`src/rtl/lap_countdown_timer.sv`:
```
// Stopwatch / countdown timer core with a prescaled time base, lap FIFO and alarm output.
// Sits between the debounced button strobes and the display/format logic.
module lap_countdown_timer #(
   parameter int unsigned CLK_DIV    = 1000000,
   parameter int unsigned COUNT_W    = 32,
   parameter int unsigned LAP_DEPTH  = 8,
   parameter int unsigned RING_TICKS = 300
) (
   input  logic                       clockSignal,
   input  logic                       resetN,
   input  logic                       startOrStop,
   input  logic                       splitOrReset,
   input  logic                       countDownMode,
   input  logic                       loadStrobe,
   input  logic [COUNT_W-1:0]         loadCount,
   input  logic                       lapPop,
   output logic [COUNT_W-1:0]         countValue,
   output logic                       running,
   output logic                       lapValid,
   output logic [COUNT_W-1:0]         lapData,
   output logic [$clog2(LAP_DEPTH):0] lapLevel,
   output logic                       lapOverflow,
   output logic                       countOverflow,
   output logic                       ringSound
);

   localparam int unsigned PRE_W  = (CLK_DIV > 1) ? $clog2(CLK_DIV) : 1;
   localparam int unsigned PTR_W  = $clog2(LAP_DEPTH);
   localparam int unsigned LVL_W  = PTR_W + 1;
   localparam int unsigned RING_W = (RING_TICKS > 0) ? $clog2(RING_TICKS + 1) : 1;

   localparam logic [PRE_W-1:0]   PRE_LAST  = PRE_W'(CLK_DIV - 1);
   localparam logic [COUNT_W-1:0] COUNT_MAX = '1;
   localparam logic [COUNT_W-1:0] COUNT_ONE = COUNT_W'(1);
   localparam logic [LVL_W-1:0]   LVL_FULL  = LVL_W'(LAP_DEPTH);
   localparam logic [RING_W-1:0]  RING_LAST = RING_W'((RING_TICKS > 0) ? RING_TICKS - 1 : 0);

   typedef enum logic [1:0] {
      S_IDLE,
      S_RUN,
      S_PAUSED,
      S_EXPIRED
   } state_t;

   state_t             state;
   logic               mode_q;
   logic [PRE_W-1:0]   presc;
   logic [COUNT_W-1:0] count_q;
   logic [COUNT_W-1:0] reload_q;
   logic               running_q;
   logic               ring_q;
   logic [RING_W-1:0]  ring_cnt;
   logic               count_ovf_q;
   logic               lap_ovf_q;

   logic [COUNT_W-1:0] lap_mem [LAP_DEPTH];
   logic [PTR_W-1:0]   wr_ptr;
   logic [PTR_W-1:0]   rd_ptr;
   logic [LVL_W-1:0]   level;

   logic               active;
   logic               tick;
   logic               run_mode;
   logic               expire;
   logic               do_clear;
   logic               push_req;
   logic               fifo_full;
   logic               fifo_empty;
   logic               pop_ok;
   logic               push_ok;
   logic               push_drop;
   logic [COUNT_W-1:0] clear_value;

   // The prescaler free-runs in EXPIRED too, so the ring duration is measured in ticks.
   assign active   = (state == S_RUN) || (state == S_EXPIRED);
   assign tick     = active && (presc == PRE_LAST);

   // In IDLE the live mode input governs; elsewhere the mode latched on leaving IDLE.
   assign run_mode    = (state == S_IDLE) ? countDownMode : mode_q;
   assign clear_value = run_mode ? reload_q : '0;

   assign expire   = (state == S_RUN) && tick && mode_q && (count_q <= COUNT_ONE);
   assign do_clear = splitOrReset && !startOrStop && ((state == S_IDLE) || (state == S_PAUSED));
   assign push_req = splitOrReset && !startOrStop && (state == S_RUN) && !mode_q;

   assign fifo_full  = (level == LVL_FULL);
   assign fifo_empty = (level == '0);
   assign pop_ok     = lapPop && !fifo_empty && !do_clear;
   assign push_ok    = push_req && (!fifo_full || pop_ok);
   assign push_drop  = push_req && fifo_full && !pop_ok;

   always_ff @(posedge clockSignal or negedge resetN) begin
      if (!resetN) begin
         state       <= S_IDLE;
         mode_q      <= 1'b0;
         presc       <= '0;
         count_q     <= '0;
         reload_q    <= '0;
         running_q   <= 1'b0;
         ring_q      <= 1'b0;
         ring_cnt    <= '0;
         count_ovf_q <= 1'b0;
      end else begin
         if (active) begin
            presc <= tick ? '0 : presc + 1'b1;
         end

         case (state)
            S_IDLE: begin
               mode_q <= countDownMode;
               if (startOrStop) begin
                  if (!(countDownMode && (count_q == '0))) begin
                     state     <= S_RUN;
                     running_q <= 1'b1;
                     presc     <= '0;
                  end
               end else if (splitOrReset) begin
                  count_q     <= clear_value;
                  count_ovf_q <= 1'b0;
               end else if (loadStrobe) begin
                  count_q  <= loadCount;
                  reload_q <= loadCount;
               end
            end

            S_RUN: begin
               if (tick) begin
                  if (mode_q) begin
                     count_q <= expire ? '0 : count_q - 1'b1;
                  end else if (count_q == COUNT_MAX) begin
                     count_ovf_q <= 1'b1;
                  end else begin
                     count_q <= count_q + 1'b1;
                  end
               end
               // Expiry beats a coincident stop: the stop strobe is discarded.
               if (expire) begin
                  state     <= S_EXPIRED;
                  running_q <= 1'b0;
                  ring_q    <= 1'b1;
                  ring_cnt  <= '0;
               end else if (startOrStop) begin
                  state     <= S_PAUSED;
                  running_q <= 1'b0;
               end
            end

            S_PAUSED: begin
               if (startOrStop) begin
                  state     <= S_RUN;
                  running_q <= 1'b1;
               end else if (splitOrReset) begin
                  count_q     <= clear_value;
                  count_ovf_q <= 1'b0;
                  state       <= S_IDLE;
               end
            end

            S_EXPIRED: begin
               if (startOrStop || splitOrReset) begin
                  state  <= S_IDLE;
                  ring_q <= 1'b0;
               end else if (tick && ring_q && (RING_TICKS != 0)) begin
                  if (ring_cnt == RING_LAST) begin
                     ring_q <= 1'b0;
                  end else begin
                     ring_cnt <= ring_cnt + 1'b1;
                  end
               end
            end

            default: state <= S_IDLE;
         endcase
      end
   end

   always_ff @(posedge clockSignal or negedge resetN) begin
      if (!resetN) begin
         wr_ptr    <= '0;
         rd_ptr    <= '0;
         level     <= '0;
         lap_ovf_q <= 1'b0;
      end else if (do_clear) begin
         wr_ptr    <= '0;
         rd_ptr    <= '0;
         level     <= '0;
         lap_ovf_q <= 1'b0;
      end else begin
         if (push_ok) begin
            wr_ptr <= wr_ptr + 1'b1;
         end
         if (pop_ok) begin
            rd_ptr <= rd_ptr + 1'b1;
         end
         case ({push_ok, pop_ok})
            2'b10:   level <= level + 1'b1;
            2'b01:   level <= level - 1'b1;
            default: level <= level;
         endcase
         if (push_drop) begin
            lap_ovf_q <= 1'b1;
         end
      end
   end

   // NOTE: lap storage has no reset; lapData is masked with lapValid so stale entries never show.
   always_ff @(posedge clockSignal) begin
      if (push_ok) begin
         lap_mem[wr_ptr] <= count_q;
      end
   end

   assign countValue    = count_q;
   assign running       = running_q;
   assign lapValid      = !fifo_empty;
   assign lapData       = fifo_empty ? '0 : lap_mem[rd_ptr];
   assign lapLevel      = level;
   assign lapOverflow   = lap_ovf_q;
   assign countOverflow = count_ovf_q;
   assign ringSound     = ring_q;

endmodule

```
`config.mk`:
```
export PLATFORM = sky130hd
export DESIGN_NAME = lap_countdown_timer
export DESIGN_NICKNAME = d
export VERILOG_FILES = /design/src/rtl/lap_countdown_timer.sv
export SDC_FILE = /design/constraint.sdc
export NUM_CORES = 1
export LEC_CHECK = 0
export ABC_AREA = 0
export CORE_ASPECT_RATIO = 1.4
export CORE_MARGIN = 2
export CORE_UTILIZATION = 25
export CTS_CLUSTER_DIAMETER = 50
export DETAILED_ROUTE_END_ITERATION = 8
export SLEW_MARGIN = 10
export SYNTH_ARGS = -nofsm -noshare
export SYNTH_HDL_FRONTEND = slang
export SYNTH_SLANG_ARGS = --single-unit
```
`constraint.sdc`:
```
create_clock -name clockSignal -period 7.2 [get_ports clockSignal]
set_clock_uncertainty 0.1 [all_clocks]
set_input_delay 1.44 -clock clockSignal [delete_from_list [all_inputs] [get_ports clockSignal]]
set_output_delay 1.44 -clock clockSignal [all_outputs]
set_load 0.02 [all_outputs]
```
# Word-level counts from Yosys, hierarchy flattened
# Memories as Yosys holds them, arrays and structs flattened.
# Index checks and enable logic that the tools add are counted.
[word_totals] register_bits=110 ram_bits=256 input_bits=39 output_inout_bits=73 memories=1
[classes] add_sub_neg=8 magnitude_cmp=1 eq_ne=31 n_mux=58 n_bitwise=2 reduce_logical=43
[mem_list] memory="lap_mem" words=8 word_bits=32 rd=1 rd_clocked_by_memory_dff=0 wr=1 line_no="56" rtl="logic [COUNT_W-1:0] lap_mem [LAP_DEPTH];"
[ops] cell="$mux W32" count=11
[ops] cell="$mux W20" count=5
[ops] cell="$pmux W32 S3" count=1
[ops] cell="$mux W9" count=4
[ops] cell="$add A32 B1 Y32 const B" count=1
[ops] cell="$eq A32 B32 Y1 const B" count=1
[ops] cell="$le A32 B1 Y1 const B" count=1
[ops] cell="$logic_not A32 Y1" count=1
[ops] cell="$sub A32 B1 Y32 const B" count=1
[ops] cell="$ne A2 B2 Y1 const B" count=12
[ops] cell="$add A20 B1 Y20 const B" count=1
[ops] cell="$eq A20 B20 Y1 const B" count=1
[ops] cell="$mux W1" count=19
[ops] cell="$pmux W9 S2" count=1
[ops] cell="$logic_and A1 B1 Y1" count=15
[ops] cell="$reduce_and A5 Y1" count=3
[ops] cell="$mux W2" count=7
[ops] cell="$mux W3" count=4
[ops] cell="$ne A3 B3 Y1 const B" count=4
[ops] cell="$reduce_bool A2 Y1" count=5
[ops] cell="$add A9 B1 Y9 const B" count=1
[ops] cell="$eq A9 B9 Y1 const B" count=1
[ops] cell="$ne A2 B1 Y1 const B" count=4
[ops] cell="$pmux W2 S4" count=1
[ops] cell="21 further kinds" count=38

# Logic depth before layout (Yosys ltp)
# Gate-level depths: netlist of run 1.
[logic_depth] word_depth=10 depth_mapped=15

# Worst setup path after synthesis of run 1
# OpenSTA, ideal clock, no wires.
[synth_timing] path_kind="input-to-reg" from="input splitOrReset" to="memory lap_mem[2][0], enable pin" setup_ns=0.468 arrival_ns=4.811 slack_ns=1.821 path_stages=6 n_path_buf=0 cell_sequence="nor2b_1 > nor2b_1 > nand2b_1 > a31oi_1 > nand2b_1 > nor3b_1"
[synth_between] elab_chain_len=8 word_cells_on_any_way=10
[synth_rtl] item="start: declaration" line_no="12" rtl="input logic splitOrReset,"
[synth_rtl] item="$logic_and A1 B1 Y1 *" line_no="83, 84"
[synth_rtl] item="$logic_and A1 B1 Y1" line_no="83" rtl="assign do_clear = splitOrReset && !startOrStop && ((state == S_IDLE) || (state == S_PAUSED));"
[synth_rtl] item="$logic_not A1 Y1" line_no="88" rtl="assign pop_ok = lapPop && !fifo_empty && !do_clear;"
[synth_rtl] item="$logic_and A1 B1 Y1" line_no="88"
[synth_rtl] item="$logic_or A1 B1 Y1" line_no="89" rtl="assign push_ok = push_req && (!fifo_full || pop_ok);"
[synth_rtl] item="$logic_and A1 B1 Y1 *" line_no="89"
[synth_rtl] item="$mux W1 *" line_no="208" rtl="if (push_ok) begin"
[synth_rtl] item="$mux W1 (implied by the code) *" line_no="209" rtl="lap_mem[wr_ptr] <= count_q;"
[synth_rtl] item="end: declaration" line_no="56"
# Mark *: on every way between the ends. The rest lies on a longest branch, timed or not.

# Worst setup path in the final report of run 1
[layout_timing] from="register rd_ptr[0]" to="output lapData[17]"
[layout_between] elab_chain_len=2
[layout_rtl] item="start: declaration" line_no="58" rtl="logic [PTR_W-1:0] rd_ptr;"
[layout_rtl] item="start signal: assignment" line_no="193" rtl="rd_ptr <= rd_ptr + 1'b1;"
[layout_rtl] item="$mem_v2 Z8 W32"
[layout_rtl] item="$mux W32" line_no="216" rtl="assign lapData = fifo_empty ? '0 : lap_mem[rd_ptr];"
[layout_rtl] item="end: declaration" line_no="20" rtl="output logic [COUNT_W-1:0] lapData,"
# No other way between the ends.

==> impl_metrics.json, run 1 <==
{
  "run_status": "finished clean",
  "slew_violations": 0,
  "clock_tree.htree_level_count": 2,
  "cp_data_arrival_time_ps": 3540,
  "chipWidth_um": 227,
  "dieArea_um2": 71600,
  "hold_path_class": "flop to flop",
  "worst_slew_margin_rel_pct": 16.4,
  "post-route-drc-count": 0,
  "synthesized_instance_count": 1302,
  "synthesis.area_per_instance_um2": 13.3,
  "synth_fa_ha_area_share_pct": 1.20,
  "total_neg_setup_slack_ps": 0,
  "initial_core_util_pct": 25.2,
  "synth_compound_gate_area_share_pct": 8.52,
  "clk_pin_slew_worst_paths_ps": 60,
  "setup.worst_path.end_class": "output pin",
  "finalHoldViolCount": 0,
  "port_buffers": 111,
  "clock_sinks": 366,
  "tightestPinTransition_ps": 1250,
  "grt_util_all_layers_pct": 13.5,
  "route.final.wire_length_mm": 48.0,
  "post-cts-setup-buffers": 0,
  "endpoint": "lapData[17]",
  "ir_drop_mv": 0.218,
  "cp-start-kind": "flop",
  "rr_endpoint": "presc[15]",
  "timing.hold.ws_ps": 403,
  "postSynthNetCount": 1357,
  "worst_path_max_delay_cell": "sky130_fd_sc_hd__dfrtp_4",
  "max-cap-violations": 0,
  "antenna_left": 0,
  "ys_async_sr_fraction_pct": 30.1,
  "fp.dieH_um": 316,
  "rsz0062_at_grt": "false",
  "synth_flop_cell": "sky130_fd_sc_hd__edfxtp_1",
  "yosys_warnings": 0,
  "post_cts_resized": 0,
  "place_ws_ps": 2230,
  "maximum_net_fanout_on_the_critical_path": 47,
  "fin_nets": 1453,
  "initial_antenna_violation_count": 1,
  "synthMuxAreaShare_pct": 12.8,
  "ys_seq_area_share_pct": 60.1,
  "cts_made_buffers": 46,
  "critPathKind": "flop to output pin",
  "first_global_vias": 11850,
  "timing.final.crit_period_ps": 5080,
  "detailedPlacementHpwl_mm": 31.3,
  "synthSimpleGateAreaFrac_pct": 12.4,
  "worst_skew_pair.late_latency_ps": 600,
  "r2r-start": "countValue[0]",
  "count_of_flip_flops_with_a_built_in_enable_after_synthesis": 256,
  "drt_pass1_iterations": 5,
  "final_layout_size_suffix_gt1_share_pct": 15.7,
  "synthToLayoutAreaGrowth_pct": 21.5,
  "fill_cells": 6876,
  "reg2reg_depth": 9,
  "clk_root_buffer_cell": "sky130_fd_sc_hd__clkbuf_16",
  "p_leak_nw": 7.06,
  "setup_ws_ps": 2120,
  "netlist-cell-type-count": 73,
  "minimum_setup_slack_among_reg_to_reg_paths_ps": 2690,
  "grt_pass1_wl_mm": 72.6,
  "num_antenna_cells": 0,
  "worst_setup_path_startpoint": "rd_ptr[0]",
  "via_total_after_detailed_routing": 11564,
  "core-area_um2": 68900,
  "synth-xor-area-share_pct": 2.57,
  "cts-root-to-sink-buffers": 3,
  "route.detailed.vias_per_inst": 4.89,
  "cp_slowest_stage_delay_ps": 1050,
  "netlist_area_um2": 17400,
  "gp_congestion": 0.884,
  "post_drt_wl_per_cell_um": 20.3,
  "synth_top_family_by_area": "multiplexers",
  "drt_iter0_markers": 832,
  "path_cells": "buf_4 -> mux4_2 -> mux2i_1 -> nor2_1 -> clkdlybuf4s50_1",
  "placement_rows": 114,
  "global_route.overflow_total": 0,
  "cellPowerDensity_nw_per_um2": 440,
  "quantity_of_hold_fixing_buffers_added_after_cts": 0,
  "grt_max_degree": 69,
  "tritoncts_clock_tree": "done",
  "number_of_synthesized_register_bits": 366,
  "post-route-period-util_pct": 70.6,
  "cp_data_required_time_ps": 5660,
  "fmax_ghz": 0.197,
  "design.portCount": 112,
  "setup-violations-final": 0
}
[critical path, delay by kind of cell (launching register included)]
| family | cells | cell delay [ps] |
|---|---|---|
| buf+inv | 2 | 1080 |
| flops | 1 | 1050 |
| mux | 2 | 720 |
| simple gates | 1 | 80 |
[cells in the mapped netlist (7+ instances only)]
cell type	instances	share of area, %
sky130_fd_sc_hd__edfxtp_1	256	44
sky130_fd_sc_hd__dfrtp_1	110	16
sky130_fd_sc_hd__nor2_1	108	2.3
sky130_fd_sc_hd__nand2_1	99	2.1
sky130_fd_sc_hd__clkbuf_1	76	1.6
sky130_fd_sc_hd__mux4_2	64	8.3
sky130_fd_sc_hd__nand3_1	45	1.3
sky130_fd_sc_hd__mux2i_1	37	2.1
sky130_fd_sc_hd__mux2_2	36	2.3
sky130_fd_sc_hd__nor3_1	33	0.95
sky130_fd_sc_hd__nor2b_1	32	1.2
sky130_fd_sc_hd__o21ai_0	28	0.81
sky130_fd_sc_hd__nand4_1	26	0.94
sky130_fd_sc_hd__xnor2_1	26	1.3
sky130_fd_sc_hd__xor2_1	25	1.3
sky130_fd_sc_hd__a21oi_1	19	0.55
sky130_fd_sc_hd__o31ai_1	19	0.82
sky130_fd_sc_hd__o211ai_1	18	0.78
sky130_fd_sc_hd__a311oi_1	16	0.81
sky130_fd_sc_hd__nor4_1	16	0.58
sky130_fd_sc_hd__and3_1	15	0.54
sky130_fd_sc_hd__ha_1	15	1.1
sky130_fd_sc_hd__inv_1	15	0.32
sky130_fd_sc_hd__a311o_1	13	0.75
sky130_fd_sc_hd__a31oi_1	11	0.40
sky130_fd_sc_hd__a32o_1	11	0.63
sky130_fd_sc_hd__buf_1	11	0.24
sky130_fd_sc_hd__a21boi_0	8	0.35
sky130_fd_sc_hd__o221ai_1	8	0.40
sky130_fd_sc_hd__nand2b_1	7	0.25
sky130_fd_sc_hd__nand3b_1	7	0.30
sky130_fd_sc_hd__nor3b_1	7	0.30
[cell families (layout without fill, tap and decap cells)]
group	Yosys count	in the layout
DFF	366	366
AOI/OAI and AO/OA	196	196
and+or+nand+nor	429	429
muxes	137	137
buffers and inverters	107	240
adders and majority gates	16	16
xor gates and xnor gates	51	51
[worst min path at each step]
stage	startpoint	endpoint	slack [ps]	cells past startpoint
final	ring_cnt[1]	ring_cnt[1]	400	2
after global routing	ring_cnt[1]	ring_cnt[1]	440	2
after CTS	ring_cnt[1]	ring_cnt[1]	410	2
after detailed placement	ring_cnt[1]	ring_cnt[1]	410	2
after global placement	ring_cnt[1]	ring_cnt[1]	390	2
after floorplan	ring_cnt[1]	ring_cnt[1]	370	2
[metrics by stage]
stage	power, mW	util (%)	instances	area (µm²)
detailed placement	7.04	28.4	2278	19600
floorplan	5.55	-	1302	17400
global route	9.80	30.6	2363	21100
finish	9.28	30.6	2363	21100
CTS	9.39	30.6	2363	21100
global placement	6.97	28.4	2278	19600
[sequential cells by signal, indices dropped and copies added, names as in the netlist, 2 cells and up]
name        count
countValue     32
state           2
presc          20
wr_ptr          3
rd_ptr          3
lapLevel        4
reload_q       32
ring_cnt        9
lap_mem       256
[final cells by class]
| type | count | area, µm² | area share [%] |
|---|---|---|---|
| Tap cell | 928 | 1160 | 5.50 |
| Clock buffer | 67 | 1260 | 5.97 |
| Timing Repair Buffer | 140 | 1320 | 6.26 |
| Sequential cell | 366 | 10400 | 49.5 |
| Inverter | 15 | 56.3 | 0.267 |
| Multi-Input combinational cell | 829 | 6580 | 31.2 |
| Clock inverter | 18 | 277 | 1.31 |
[cells in the final DEF (no fill, tap or decap), drive strengths merged, types with 25 or more instances in the layout]
master	instances
buf	31
clkbuf	67
clkdlybuf4s50	109
dfrtp	110
edfxtp	256
mux2	36
mux2i	37
mux4	64
nand2	100
nand3	45
nand4	26
nor2	108
nor2b	32
nor3	33
o21ai	31
xnor2	26
xor2	25
[power by group]
group	total, mW	leakage [nW]	switching, mW	internal (mW)
Clock	2.32	0.745	0.911	1.41
Combinational	3.57	2.58	2.00	1.57
Sequential	3.40	3.73	0.681	2.72
Total	9.28	7.06	3.59	5.69
[routing by layer]
metal	track usage, %	routed length (µm)
met4	4.35	1180
met2	23.8	24600
met5	0	13
met1	16.5	19700
met3	2.36	2510
Note: power is estimated with default switching activity, not from simulation.
==> run 2, diff against run 1 <==
Clock period 7.2 ns to 4.9 ns, I/O delays scaled along.
==> run 2 against run 1 <==
Compared with the run above:
- setup slack worse by 1400 ps
- worst hold slack worse by 210 ps
- wire length is 0.43% lower
- non-clock buffer count is 24 higher
- largest cell class unchanged
==> impl_metrics.json, run 2 (synthesis gave the netlist of run 1 again) <==
{
  "post_layout_nonfiller_instances": 2385,
  "tritoncts_clock_tree": "done",
  "dieArea_um2": 71600,
  "cts-root-to-sink-buffers": 3,
  "fp.dieH_um": 316,
  "final_layout_size_suffix_gt1_share_pct": 17.6,
  "clk_root_buffer_cell": "sky130_fd_sc_hd__clkbuf_16",
  "cp_data_arrival_time_ps": 3140,
  "fin_nets": 1476,
  "fmax_ghz": 0.237,
  "finalHoldViolCount": 0,
  "drt_iter0_markers": 912,
  "p_leak_nw": 7.17,
  "tightestPinTransition_ps": 946,
  "clock_tree.htree_level_count": 2,
  "antenna_left": 0,
  "run_status": "finished clean",
  "post-cts-setup-buffers": 0,
  "timing.final.crit_period_ps": 4220,
  "cellPowerDensity_nw_per_um2": 639,
  "drt_pass1_iterations": 6,
  "multiInputGateArea_um2": 6590,
  "initial_antenna_violation_count": 1,
  "worst_setup_path_startpoint": "rd_ptr[0]",
  "slew_violations": 0,
  "post-place-cells": 2302,
  "chipWidth_um": 227,
  "endpoint": "lapData[5]",
  "setup.worst_path.end_class": "output pin",
  "route.detailed.vias_per_inst": 4.89,
  "route.final.wire_length_mm": 47.8,
  "design_power_total_mw": 13.6,
  "clk_pin_slew_worst_paths_ps": 60,
  "stdcell_area_um2": 21200,
  "total_neg_setup_slack_ps": 0,
  "clock_sinks": 366,
  "routed-wl-met3_mm": 2.89,
  "hold_path_class": "primary input to asynchronous set/reset pin",
  "worst_slew_margin_rel_pct": 36.7,
  "cts_made_buffers": 45,
  "maxUsedRoutingLayer": "met5",
  "worst_skew_pair.late_latency_ps": 580,
  "most_frequent_standard_cell_in_the_layout_excluding_fill_and_tap_cells": "sky130_fd_sc_hd__edfxtp_1",
  "r2r-start": "state[1]",
  "max-cap-violations": 0,
  "ir_drop_mv": 0.413,
  "post-route-period-util_pct": 86.2,
  "wl_met1_mm": 19.2,
  "global_route.overflow_total": 0,
  "post-route-drc-count": 0,
  "post_drt_wl_per_cell_um": 20.0,
  "maximum_net_fanout_on_the_critical_path": 31,
  "post_dp_cell_area_um2": 19800,
  "via_total_after_detailed_routing": 11674,
  "critPathKind": "flop to output pin",
  "port_buffers": 111,
  "flip_flop_and_latch_area_um2": 10400,
  "setup_ws_ps": 675,
  "synthToLayoutAreaGrowth_pct": 22.3,
  "first_global_vias": 11795,
  "core-area_um2": 68900,
  "reg2reg_depth": 10,
  "setup-violations-final": 0,
  "cp_data_required_time_ps": 3820,
  "placement_rows": 114,
  "top_register": "lap_mem",
  "minimum_setup_slack_among_reg_to_reg_paths_ps": 1060,
  "grt_pass1_wl_mm": 72.4,
  "rr_endpoint": "lap_mem[5][17]",
  "initial_core_util_pct": 25.2,
  "fill_cells": 6872,
  "rsz0062_at_grt": "false",
  "detailedPlacementHpwl_mm": 32.4,
  "grt_util_all_layers_pct": 13.3,
  "number_of_flip_flops_under_the_largest_register_name": 256,
  "quantity_of_hold_fixing_buffers_added_after_cts": 0,
  "gp_congestion": 0.862,
  "design.portCount": 112,
  "top_library_cells_by_usage_in_the_layout_fill_and_taps_aside": "sky130_fd_sc_hd__edfxtp_1 (256), sky130_fd_sc_hd__clkdlybuf4s50_1 (109), sky130_fd_sc_hd__dfrtp_1 (107)",
  "place_ws_ps": 775,
  "grt_max_degree": 69,
  "post_cts_resized": 0,
  "cp-start-kind": "flop",
  "routed-wl-met2_mm": 24.6,
  "num_antenna_cells": 0
}
[run 2: how the worst min path moves through the flow]
stage,start,endpoint,depth (start not counted)
after global routing,resetN,reload_q[26],1
after detailed placement,lapOverflow,lapOverflow,2
after CTS,resetN,reload_q[26],1
final,resetN,reload_q[26],1
after global placement,ring_cnt[1],ring_cnt[1],2
after floorplan,ring_cnt[1],ring_cnt[1],2
[run 2: metrics by stage]
stage	hold WS (ps)	util, %
after floorplan	367	-
after global placement	387	28.7
after detailed placement	396	28.7
after CTS	188	30.8
after global routing	204	30.8
final	196	30.8
[run 2: critical path, stage by stage (launching register included)]
cell and delay [ps]:
sky130_fd_sc_hd__dfrtp_4 770, sky130_fd_sc_hd__buf_12 330, sky130_fd_sc_hd__mux4_2 550, sky130_fd_sc_hd__mux2i_1 200
sky130_fd_sc_hd__nor2_1 110, sky130_fd_sc_hd__clkdlybuf4s50_1 570
[run 2: final cells by class]
class                      instances  area share (%)
clock buffer                      60            5.90
multi-input combinational        829            31.0
tap                              928            5.47
inverter                          15           0.265
timing repair buffer             164            7.19
clock inverter                    23            1.00
sequential                       366            49.2
[run 2: report_power, final]
part,leakage (nW),switching (mW),internal (mW)
sequential,3.73,0.761,3.99
clock,0.719,1.31,1.91
combinational,2.72,3.18,2.41
[run 2: layer usage]
metal	up-vias	track usage, %
met5	-	0
met4	2	3.77
met3	81	2.69
met2	378	23.7
met1	5932	16.2
li1	5281	-
==> run 3, diff against run 2 <==
Settings changed: ABC_CLOCK_PERIOD_IN_PS from default to 4900, SETUP_SLACK_MARGIN from default to 0.05.
==> results of run 3 <==
Final layout, timing and power as in run 2 (identical DEF).
